### config.mk
export PLATFORM = sky130hd
export DESIGN_NAME = rx_mac
export DESIGN_NICKNAME = d
export VERILOG_FILES = /design/src/rtl/code_defs_pkg.sv /design/src/rtl/rx_term_decode.sv /design/src/rtl/slicing_crc.sv /design/src/rtl/rx_mac.sv
export SDC_FILE = /design/constraint.sdc
export NUM_CORES = 1
export LEC_CHECK = 0
export ABC_AREA = 1
export CAP_MARGIN = 20
export CORE_MARGIN = 2
export CORE_UTILIZATION = 61
export CTS_CLUSTER_SIZE = 16
export DETAILED_ROUTE_END_ITERATION = 16
export PLACE_DENSITY = 0.81
export RECOVER_POWER = 25
export SLEW_MARGIN = 20
export SYNTH_ARGS = -nofsm -noshare
export SYNTH_HDL_FRONTEND = slang
export SYNTH_SLANG_ARGS = --single-unit
export TNS_END_PERCENT = 100
### constraint.sdc
create_clock -name clk -period 4.7 [get_ports clk]
set_clock_uncertainty 0.15 [all_clocks]
set_input_delay 1.41 -clock clk [delete_from_list [all_inputs] [get_ports clk]]
set_output_delay 1.41 -clock clk [all_outputs]
set_load 0.01 [all_outputs]
### src/rtl/code_defs_pkg.sv
// code_defs_pkg: XGMII control characters, MAC preamble/SFD bytes and the CRC-32 residue
// seen in the uninverted register after a frame and its FCS have been fed through.
package code_defs_pkg;
  localparam logic [7:0] RS_START = 8'hFB;
  localparam logic [7:0] RS_TERM = 8'hFD;
  localparam logic [7:0] RS_IDLE = 8'h07;
  localparam logic [7:0] RS_ERROR = 8'hFE;
  localparam logic [7:0] MAC_PRE = 8'h55;
  localparam logic [7:0] MAC_SFD = 8'hD5;
  localparam logic [31:0] CRC32_RESIDUE = 32'hDEBB20E3;
endpackage

### src/rtl/rx_term_decode.sv
// rx_term_decode: finds the first control lane of an XGMII word and classifies it as a
// well-placed TERM or as a control error.
module rx_term_decode
  import code_defs_pkg::*;
(
  input  logic [31:0] i_data,
  input  logic [3:0]  i_ctl,
  output logic [1:0]  o_lane,
  output logic        o_term,
  output logic        o_err
);
  always_comb begin
    o_lane = i_ctl[0] ? 2'd0 : i_ctl[1] ? 2'd1 : i_ctl[2] ? 2'd2 : 2'd3;
    o_term = |i_ctl && i_data[8*o_lane +: 8] == RS_TERM;
    o_err = |i_ctl && !o_term;
  end
endmodule

### src/rtl/slicing_crc.sv
// slicing_crc: reflected CRC-32 (poly 0xEDB88320) over up to SLICE_LENGTH bytes per cycle,
// lane 0 first; i_clear reloads INITIAL_CRC synchronously.
module slicing_crc #(
  parameter int SLICE_LENGTH = 4,
  parameter logic [31:0] INITIAL_CRC = 32'hFFFFFFFF,
  parameter bit INVERT_OUTPUT = 1'b0,
  parameter bit REGISTER_OUTPUT = 1'b1
) (
  input  logic                      clk,
  input  logic                      i_rst_n,
  input  logic                      i_clear,
  input  logic [8*SLICE_LENGTH-1:0] i_data,
  input  logic [SLICE_LENGTH-1:0]   i_valid,
  output logic [31:0]               o_crc
);
  logic [31:0] r_crc, w_nxt;
  always_comb begin
    w_nxt = r_crc;
    for (int i = 0; i < SLICE_LENGTH; i++)
      if (i_valid[i]) begin
        w_nxt = w_nxt ^ {24'd0, i_data[8*i +: 8]};
        for (int j = 0; j < 8; j++) w_nxt = w_nxt[0] ? (w_nxt >> 1) ^ 32'hEDB88320 : w_nxt >> 1;
      end
  end
  always_ff @(posedge clk or negedge i_rst_n)
    if (!i_rst_n) r_crc <= INITIAL_CRC;
    else r_crc <= i_clear ? INITIAL_CRC : w_nxt;
  assign o_crc = (REGISTER_OUTPUT ? r_crc : w_nxt) ^ {32{INVERT_OUTPUT}};
endmodule

### src/rtl/rx_mac.sv
// rx_mac: 10G receive MAC, XGMII words in, AXI-Stream payload out with CRC/length verdict on tuser.
// Define RX_MAC_STATS_EN to add rx_good_frames / rx_bad_frames counters.
module rx_mac
  import code_defs_pkg::*;
#(
  parameter int MIN_FRAME_SIZE = 64
) (
  input  logic        clk,
  input  logic        reset,
  input  logic [31:0] xgmii_rx_data,
  input  logic [3:0]  xgmii_rx_ctl,
  input  logic        phy_rx_valid,
  output logic [31:0] m00_axis_tdata,
  output logic [3:0]  m00_axis_tkeep,
  output logic        m00_axis_tvalid,
  output logic        m00_axis_tlast,
  output logic        m00_axis_tuser
`ifdef RX_MAC_STATS_EN
  ,
  output logic [31:0] rx_good_frames,
  output logic [31:0] rx_bad_frames
`endif
);
  localparam int DATA_WIDTH = 32;
  localparam int DATA_NBYTES = DATA_WIDTH / 8;
  typedef enum logic [1:0] {IDLE, PREAMBLE, DATA, ERROR} rx_state_t;
  rx_state_t r_state, w_nxt_state;
  logic [DATA_WIDTH-1:0] r_a, r_b, w_a, w_b, w_odata, r_tdata;
  logic [DATA_NBYTES-1:0] r_dkeep, w_dkeep, w_okeep, w_kmask, w_feed, r_tkeep;
  logic r_a_vld, r_b_vld, w_av, w_bv, r_drain, w_drain;
  logic w_ovld, w_olast, w_ouser, w_short, r_tvalid, r_tlast, r_tuser;
  logic [15:0] r_cnt, w_cnt;
  logic [16:0] w_sum;
  logic [1:0] w_lane;
  logic w_term, w_cerr, w_start, w_sfd, w_bad;
  logic [31:0] w_crc;
  rx_term_decode u_dec (.i_data(xgmii_rx_data), .i_ctl(xgmii_rx_ctl), .o_lane(w_lane), .o_term(w_term), .o_err(w_cerr));
  assign w_start = xgmii_rx_ctl == 4'b0001 && xgmii_rx_data == {MAC_PRE, MAC_PRE, MAC_PRE, RS_START};
  assign w_sfd = xgmii_rx_ctl == 4'b0000 && xgmii_rx_data == {MAC_SFD, MAC_PRE, MAC_PRE, MAC_PRE};
  assign w_kmask = ~(4'hF << w_lane);
  assign w_feed = w_term ? w_kmask : xgmii_rx_ctl == 4'h0 ? 4'hF : 4'h0;
  assign w_sum = {1'b0, r_cnt} + (w_term ? {15'd0, w_lane} : 17'd4);
  assign w_bad = w_crc != CRC32_RESIDUE || r_cnt < 16'(MIN_FRAME_SIZE);
  // The CRC stays clear in IDLE except on the drain cycle, whose verdict still needs it.
  slicing_crc #(.SLICE_LENGTH(4), .INITIAL_CRC(32'hFFFFFFFF), .INVERT_OUTPUT(1'b0), .REGISTER_OUTPUT(1'b1)) u_crc (
    .clk(clk), .i_rst_n(reset), .i_clear(r_state == IDLE && !r_drain), .i_data(xgmii_rx_data),
    .i_valid(phy_rx_valid && r_state == DATA ? w_feed : 4'h0), .o_crc(w_crc));
  always_comb begin
    w_nxt_state = r_state;
    w_a = r_a;
    w_b = r_b;
    w_av = r_a_vld;
    w_bv = r_b_vld;
    w_cnt = r_cnt;
    w_drain = 1'b0;
    w_dkeep = r_dkeep;
    w_odata = r_b;
    w_okeep = 4'hF;
    w_ovld = 1'b0;
    w_olast = 1'b0;
    w_ouser = 1'b0;
    w_short = 1'b0;
    case (r_state)
      IDLE: begin
        w_odata = r_a;
        w_okeep = r_dkeep;
        w_ovld = r_drain;
        w_olast = r_drain;
        w_ouser = r_drain && w_bad;
        w_nxt_state = !r_drain && w_start ? PREAMBLE : IDLE;
      end
      PREAMBLE: begin
        w_nxt_state = w_sfd ? DATA : IDLE;
        w_cnt = '0;
        w_av = 1'b0;
        w_bv = 1'b0;
      end
      DATA: begin
        w_cnt = w_sum[16] ? 16'hFFFF : w_sum[15:0];
        if (w_cerr) begin
          w_ovld = r_b_vld;
          w_olast = r_b_vld;
          w_ouser = r_b_vld;
          w_nxt_state = ERROR;
        end else if (w_term) begin
          w_short = !r_b_vld;
          w_ovld = r_b_vld;
          w_olast = r_b_vld && w_lane == 2'd0;
          w_ouser = r_b_vld && w_lane == 2'd0 && w_bad;
          w_drain = r_b_vld && w_lane != 2'd0;
          w_dkeep = w_kmask;
          w_nxt_state = IDLE;
        end else begin
          w_a = xgmii_rx_data;
          w_b = r_a;
          w_av = 1'b1;
          w_bv = r_a_vld;
          w_ovld = r_b_vld;
        end
      end
      ERROR: w_nxt_state = &xgmii_rx_ctl ? IDLE : ERROR;
      default: w_nxt_state = IDLE;
    endcase
  end
  always_ff @(posedge clk or negedge reset)
    if (!reset) r_state <= IDLE;
    else if (phy_rx_valid) r_state <= w_nxt_state;
  always_ff @(posedge clk or negedge reset)
    if (!reset) begin
      {r_a, r_b, r_a_vld, r_b_vld, r_cnt, r_drain, r_dkeep} <= '0;
      {r_tdata, r_tkeep, r_tvalid, r_tlast, r_tuser} <= '0;
    end else if (phy_rx_valid) begin
      {r_a, r_b, r_a_vld, r_b_vld, r_cnt, r_drain, r_dkeep} <= {w_a, w_b, w_av, w_bv, w_cnt, w_drain, w_dkeep};
      {r_tdata, r_tkeep, r_tvalid, r_tlast, r_tuser} <= {w_odata, w_okeep, w_ovld, w_olast, w_ouser};
    end else begin
      r_tvalid <= 1'b0;
      r_tlast <= 1'b0;
      r_tuser <= 1'b0;
    end
  assign m00_axis_tdata = r_tdata;
  assign m00_axis_tkeep = r_tkeep;
  assign m00_axis_tvalid = r_tvalid;
  assign m00_axis_tlast = r_tlast;
  assign m00_axis_tuser = r_tuser;
`ifdef RX_MAC_STATS_EN
  logic [31:0] r_good, r_bad;
  always_ff @(posedge clk or negedge reset)
    if (!reset) begin
      r_good <= '0;
      r_bad <= '0;
    end else if (phy_rx_valid) begin
      r_good <= r_good + 32'(w_ovld && w_olast && !w_ouser);
      r_bad <= r_bad + 32'((w_ovld && w_olast && w_ouser) || w_short);
    end
  assign rx_good_frames = r_good;
  assign rx_bad_frames = r_bad;
`endif
endmodule
==> impl_results.md, run 1 <==
* Number of synthesized flops with an enable pin at 0
* Cells after Synth at 1893
* Ys async rst share at 100%
* Num Clock Sinks at 159
* H-tree level count at 4
* Synth Register Bits at 159
* Err: [ERROR DPL-0038] Utilization greater than 100%, impossible to legalize
* Worst EP post-GRT repair: u_crc.o_crc[15]$_DFF_PN1_/D
* Cts bufs inserted at 17
* Detail Placement HPWL at around 38 mm
* Yosys top cell area share at 24.6%
* Pin count of the biggest net entering global routing at approximately 180
* Worst ep type: register data pin
* Post-synth top area cell: dfrtp_1
* Die W at 150 um
* Io pins at between 70 and 80
* Failed at: global routing
* Yosys Warn Count at 0
* Leading post-synthesis cells by cell area: dfrtp_1 (25%), nand2_1 (19%), xor2_1 (8.3%)
* Post-Syn Area at 0.0129 sq mm
* Main synth FF type: dfrtp_1
* Yosys cell types at 55
* Status: aborted with a tool error
* RePlAce Congestion at 1.07
* Post-synthesis sequential area ratio at around 31%
* Row count at 53
* Most frequent cell after synthesis: nand2_1
* Hold Buf Count CTS at 0
* Net Count, Synth at 1940
* CTS max path bufs at 2
* Area after DPL at 0.0164 sq mm
* Port bufs at 77
* Syn_area_per_cell at 6.82 sq um
* Clock root buffer: clkbuf_16
* Starting density of the core at 61.8%
* Cell total after placement at roughly 2500
* Die height at 150 um
* Post-synth top cells: nand2_1 (657), nand3_1 (201), inv_1 (200), dfrtp_1 (127), xor2_1 (122)
-- cells by family after synthesis --
family | Yosys count | synth area share, %
simple gates | 1059 | 37.1
buf+inv | 274 | 8.53
compound gates | 229 | 10.7
xor+xnor | 161 | 11.5
flops | 159 | 31.1
fa+ha+maj | 8 | 0.833
mux | 3 | 0.232
-- timing repair --
item | in CTS
gates cloned | 2
resized for setup | 407
endpoints found under the setup margin | 48
pin swaps | 152
setup buffers | 107
-- stage by stage --
stage / hold WS (ns) / setup slack, ns
floorplan: 0.300 / -0.0105
global placement: 0.309 / -1.14
detailed placement: 0.320 / -1.17
CTS: 0.335 / -0.189
==> inputs of run 2 (changes only) <==
--- a/config.mk
+++ b/config.mk
@@ -8,10 +8,9 @@
 export ABC_AREA = 1
 export CAP_MARGIN = 20
 export CORE_MARGIN = 2
-export CORE_UTILIZATION = 61
-export CTS_CLUSTER_SIZE = 16
+export CORE_UTILIZATION = 40
 export DETAILED_ROUTE_END_ITERATION = 16
-export PLACE_DENSITY = 0.81
+export PLACE_DENSITY_LB_ADDON = 0.15
 export RECOVER_POWER = 25
 export SLEW_MARGIN = 20
 export SYNTH_ARGS = -nofsm -noshare
==> run 2 against run 1 <==
Compared with the run above: area after synthesis did not move; the flow now finishes, with violations (max-capacitance violations, max-slew violations, negative setup slack); synthesized cell count unchanged.
==> impl_results.md, run 2 <==
* Vias in the first global route at 14500
* Max FO, Critical Path at 8
* Die W at around 180 um
* Status: complete, but fails checks
* Critical Path AT at 5.20 ns
* Worst endpoint required time at 4.92 ns
* Crit path capture type: flip-flop
* Min Hold Slack at roughly 0.33 ns
* Total Routed Length at 55.9 mm
* Most frequent cell after synthesis: nand2_1
* Final net count at 2477
* Routed len/inst at 19.7 um
* Final Max Slew Viols at 83
* Most frequent cells in the layout: nand2_1 (488), buf_4 (432), inv_1 (179)
* Ys async rst share at 100%
* Port bufs at 77
* Global route overflow at 0
* Starting DRT DRC Count at 1746
* Hold Fails Final Rpt at 0
* Endpoints failing setup at 47
* WS Path Type: primary input to flip-flop
* CTS tree: done
* Leak pwr at 10.4 nW
* Max-Cap Viols at 1
* Number of diodes at 0
* Layout area overhead at 61.6%
* GRT Resource Usage Total at approximately a third
* Post-synth top area cell: dfrtp_1
* Power Total at 0.0106 W
* Tightest Pin Transition at 2.27 ns
* Cells after Synth at 1893
* Clock root buffer: clkbuf_16
* Worst path slowest cell: nor2_4
* PnR worst setup slack at -0.284 ns
* Slew margin rel. at -51.1%
* Cts bufs inserted at 17
* CTS max path bufs at 2
* Most common cell after layout, fill and taps aside: nand2_1
* Starting density of the core at between 40% and 50%
* RePlAce Congestion at 0.994
* Max VDD drop at ~0.33 mV
* Leading post-synthesis cells by cell area: dfrtp_1 (25%), nand2_1 (19%), xor2_1 (8.3%)
* Yosys Warn Count at 0
* Drt drc at 0
* Final ANT Viol Nets at 0
* Most frequent CP cell: nand2_4
* Detail Placement HPWL at 39.7 mm
* Min Tclk post-route at 4.98 ns
* FF-to-FF path depth at 31
* Post-synthesis sequential area ratio at between 30% and 40%
* Fmax at roughly 200 MHz
* RSZ-0062 raised after global routing: yes
* Pin count of the biggest net entering global routing at 176
* Num Clock Sinks at 159
* Post-synth top cells: nand2_1 (657), nand3_1 (201), inv_1 (200), dfrtp_1 (127), xor2_1 (122)
* Clk_lat worst skew at 0.47 ns
* Via count at 15500
* HP Class: flip-flop to flip-flop
* Hold path cells at 2
* Final worst path period share at 106%
* Number of synthesized flops with an enable pin at 0
* Setup TNS at -7.04 ns
* Main synth FF type: dfrtp_1
* Synth Register Bits at 159
* Yosys cell types at 55
* Post-Syn Area at ~0.013 sq mm
* Reg clk slew, reported paths at roughly 0.070 ns
* H-tree level count at 4
* Share of layout cells above drive strength 1 at between 40% and 50%
* Net Count, Synth at 1940
* Pwr/cell area at 506 mW/mm^2
* Failing checks: max-capacitance violations, max-slew violations, negative setup slack
* Io pins at between 70 and 80
* CP max stage delay at roughly 0.23 ns
* Yosys top cell area share at 24.6%
* Setup crit start kind: primary input
* Row count at 65
* Die ar. at 0.0337 sq mm
* Core area at 0.0317 sq mm
* Die height at between 150 and 200 um
* Syn_area_per_cell at between 6 and 7 sq um
* Vias/cell at 5.43
* Initial antenna violation count at 1
* 1st-pass router iterations at 6
* First-pass GRT wire length at 81.2 mm
## run 2: cell counts after synthesis
No cell type changed its count.
## run 2: what timing repair did
item | 4_1_cts | 5_1_grt
setup endpoints to repair | 48 | 48
hold endpoints to repair | 0 | 0
hold buffers | 0 | 0
buffers inserted | 97 | 50
gates resized for setup | 383 | 346
cloned | 3 | 0
pin swaps | 110 | 202
## run 2: through the flow
step	area (sq um)	util [%]	instances	worst slack (ns)
after floorplan	13000	-	1893	-0.0105
after global placement	16700	52.7	2668	-1.30
after detailed placement	16700	52.7	2668	-1.29
after CTS	19300	60.8	2798	-0.133
after global routing	20900	65.8	2845	-0.469
final	20900	65.8	2845	-0.284
## run 2: cell type report
| cell class | count | area, sq um |
|---|---|---|
| Tap cell | 402 | 503 |
| Clock buffer | 18 | 439 |
| Sequential cell | 159 | 4020 |
| Timing Repair Buffer | 571 | 4730 |
| Fill cell | 2657 | 10800 |
| Clock inverter | 14 | 174 |
| Inverter | 220 | 866 |
| Multi-Input combinational cell | 1461 | 10100 |
## run 2: power breakdown
group	switching, W	leakage [nW]	internal, W
Clock	0.000687	0.303	0.000820
Combinational	0.00381	8.30	0.00300
Sequential	0.000335	1.77	0.00191
Total	0.00483	10.4	0.00572
## run 2: final timing paths
check / from / to / slack (ns)
setup / recovery: xgmii_rx_data[31] / u_crc.o_crc[7] / -0.28
hold / removal: m00_axis_tkeep[3] / m00_axis_tkeep[3] / 0.33
setup reg to reg: u_crc.o_crc[0] / u_crc.o_crc[16] / 0.32
hold reg to reg: m00_axis_tkeep[3] / m00_axis_tkeep[3] / 0.33
max in group asynchronous: reset / r_b[5] / 1.54
min in group asynchronous: reset / m00_axis_tdata[27] / 1.46
## run 2: cell families (layout without fill, tap and decap cells)
logic type                 count (synthesis)  count (layout)  synth area share (%)
buffers and inverters                    274             823                  8.53
and+or+nand+nor                         1059            1060                  37.1
muxes                                      3               3                 0.232
AOI/OAI and AO/OA                        229             229                  10.7
xor gates and xnor gates                 161             161                  11.5
adders and majority gates                  8               8                 0.833
DFF                                      159             159                  31.1
## run 2: per-layer routing
layer	GRT usage [%]	vias to the layer above	wire (um)
li1	-	7133	-
met1	43.5	7488	23500
met2	51.1	671	26000
met3	4.56	164	4160
met4	11.2	0	2270
met5	0	-	0
## run 2: worst max-delay path: cells and delay by family
family / cells / cell delay, ns
buf+inv: 4 / 0.66
simple gates: 29 / 2.95
xor+xnor: 1 / 0.14
Note: power is estimated with default switching activity, not from simulation.
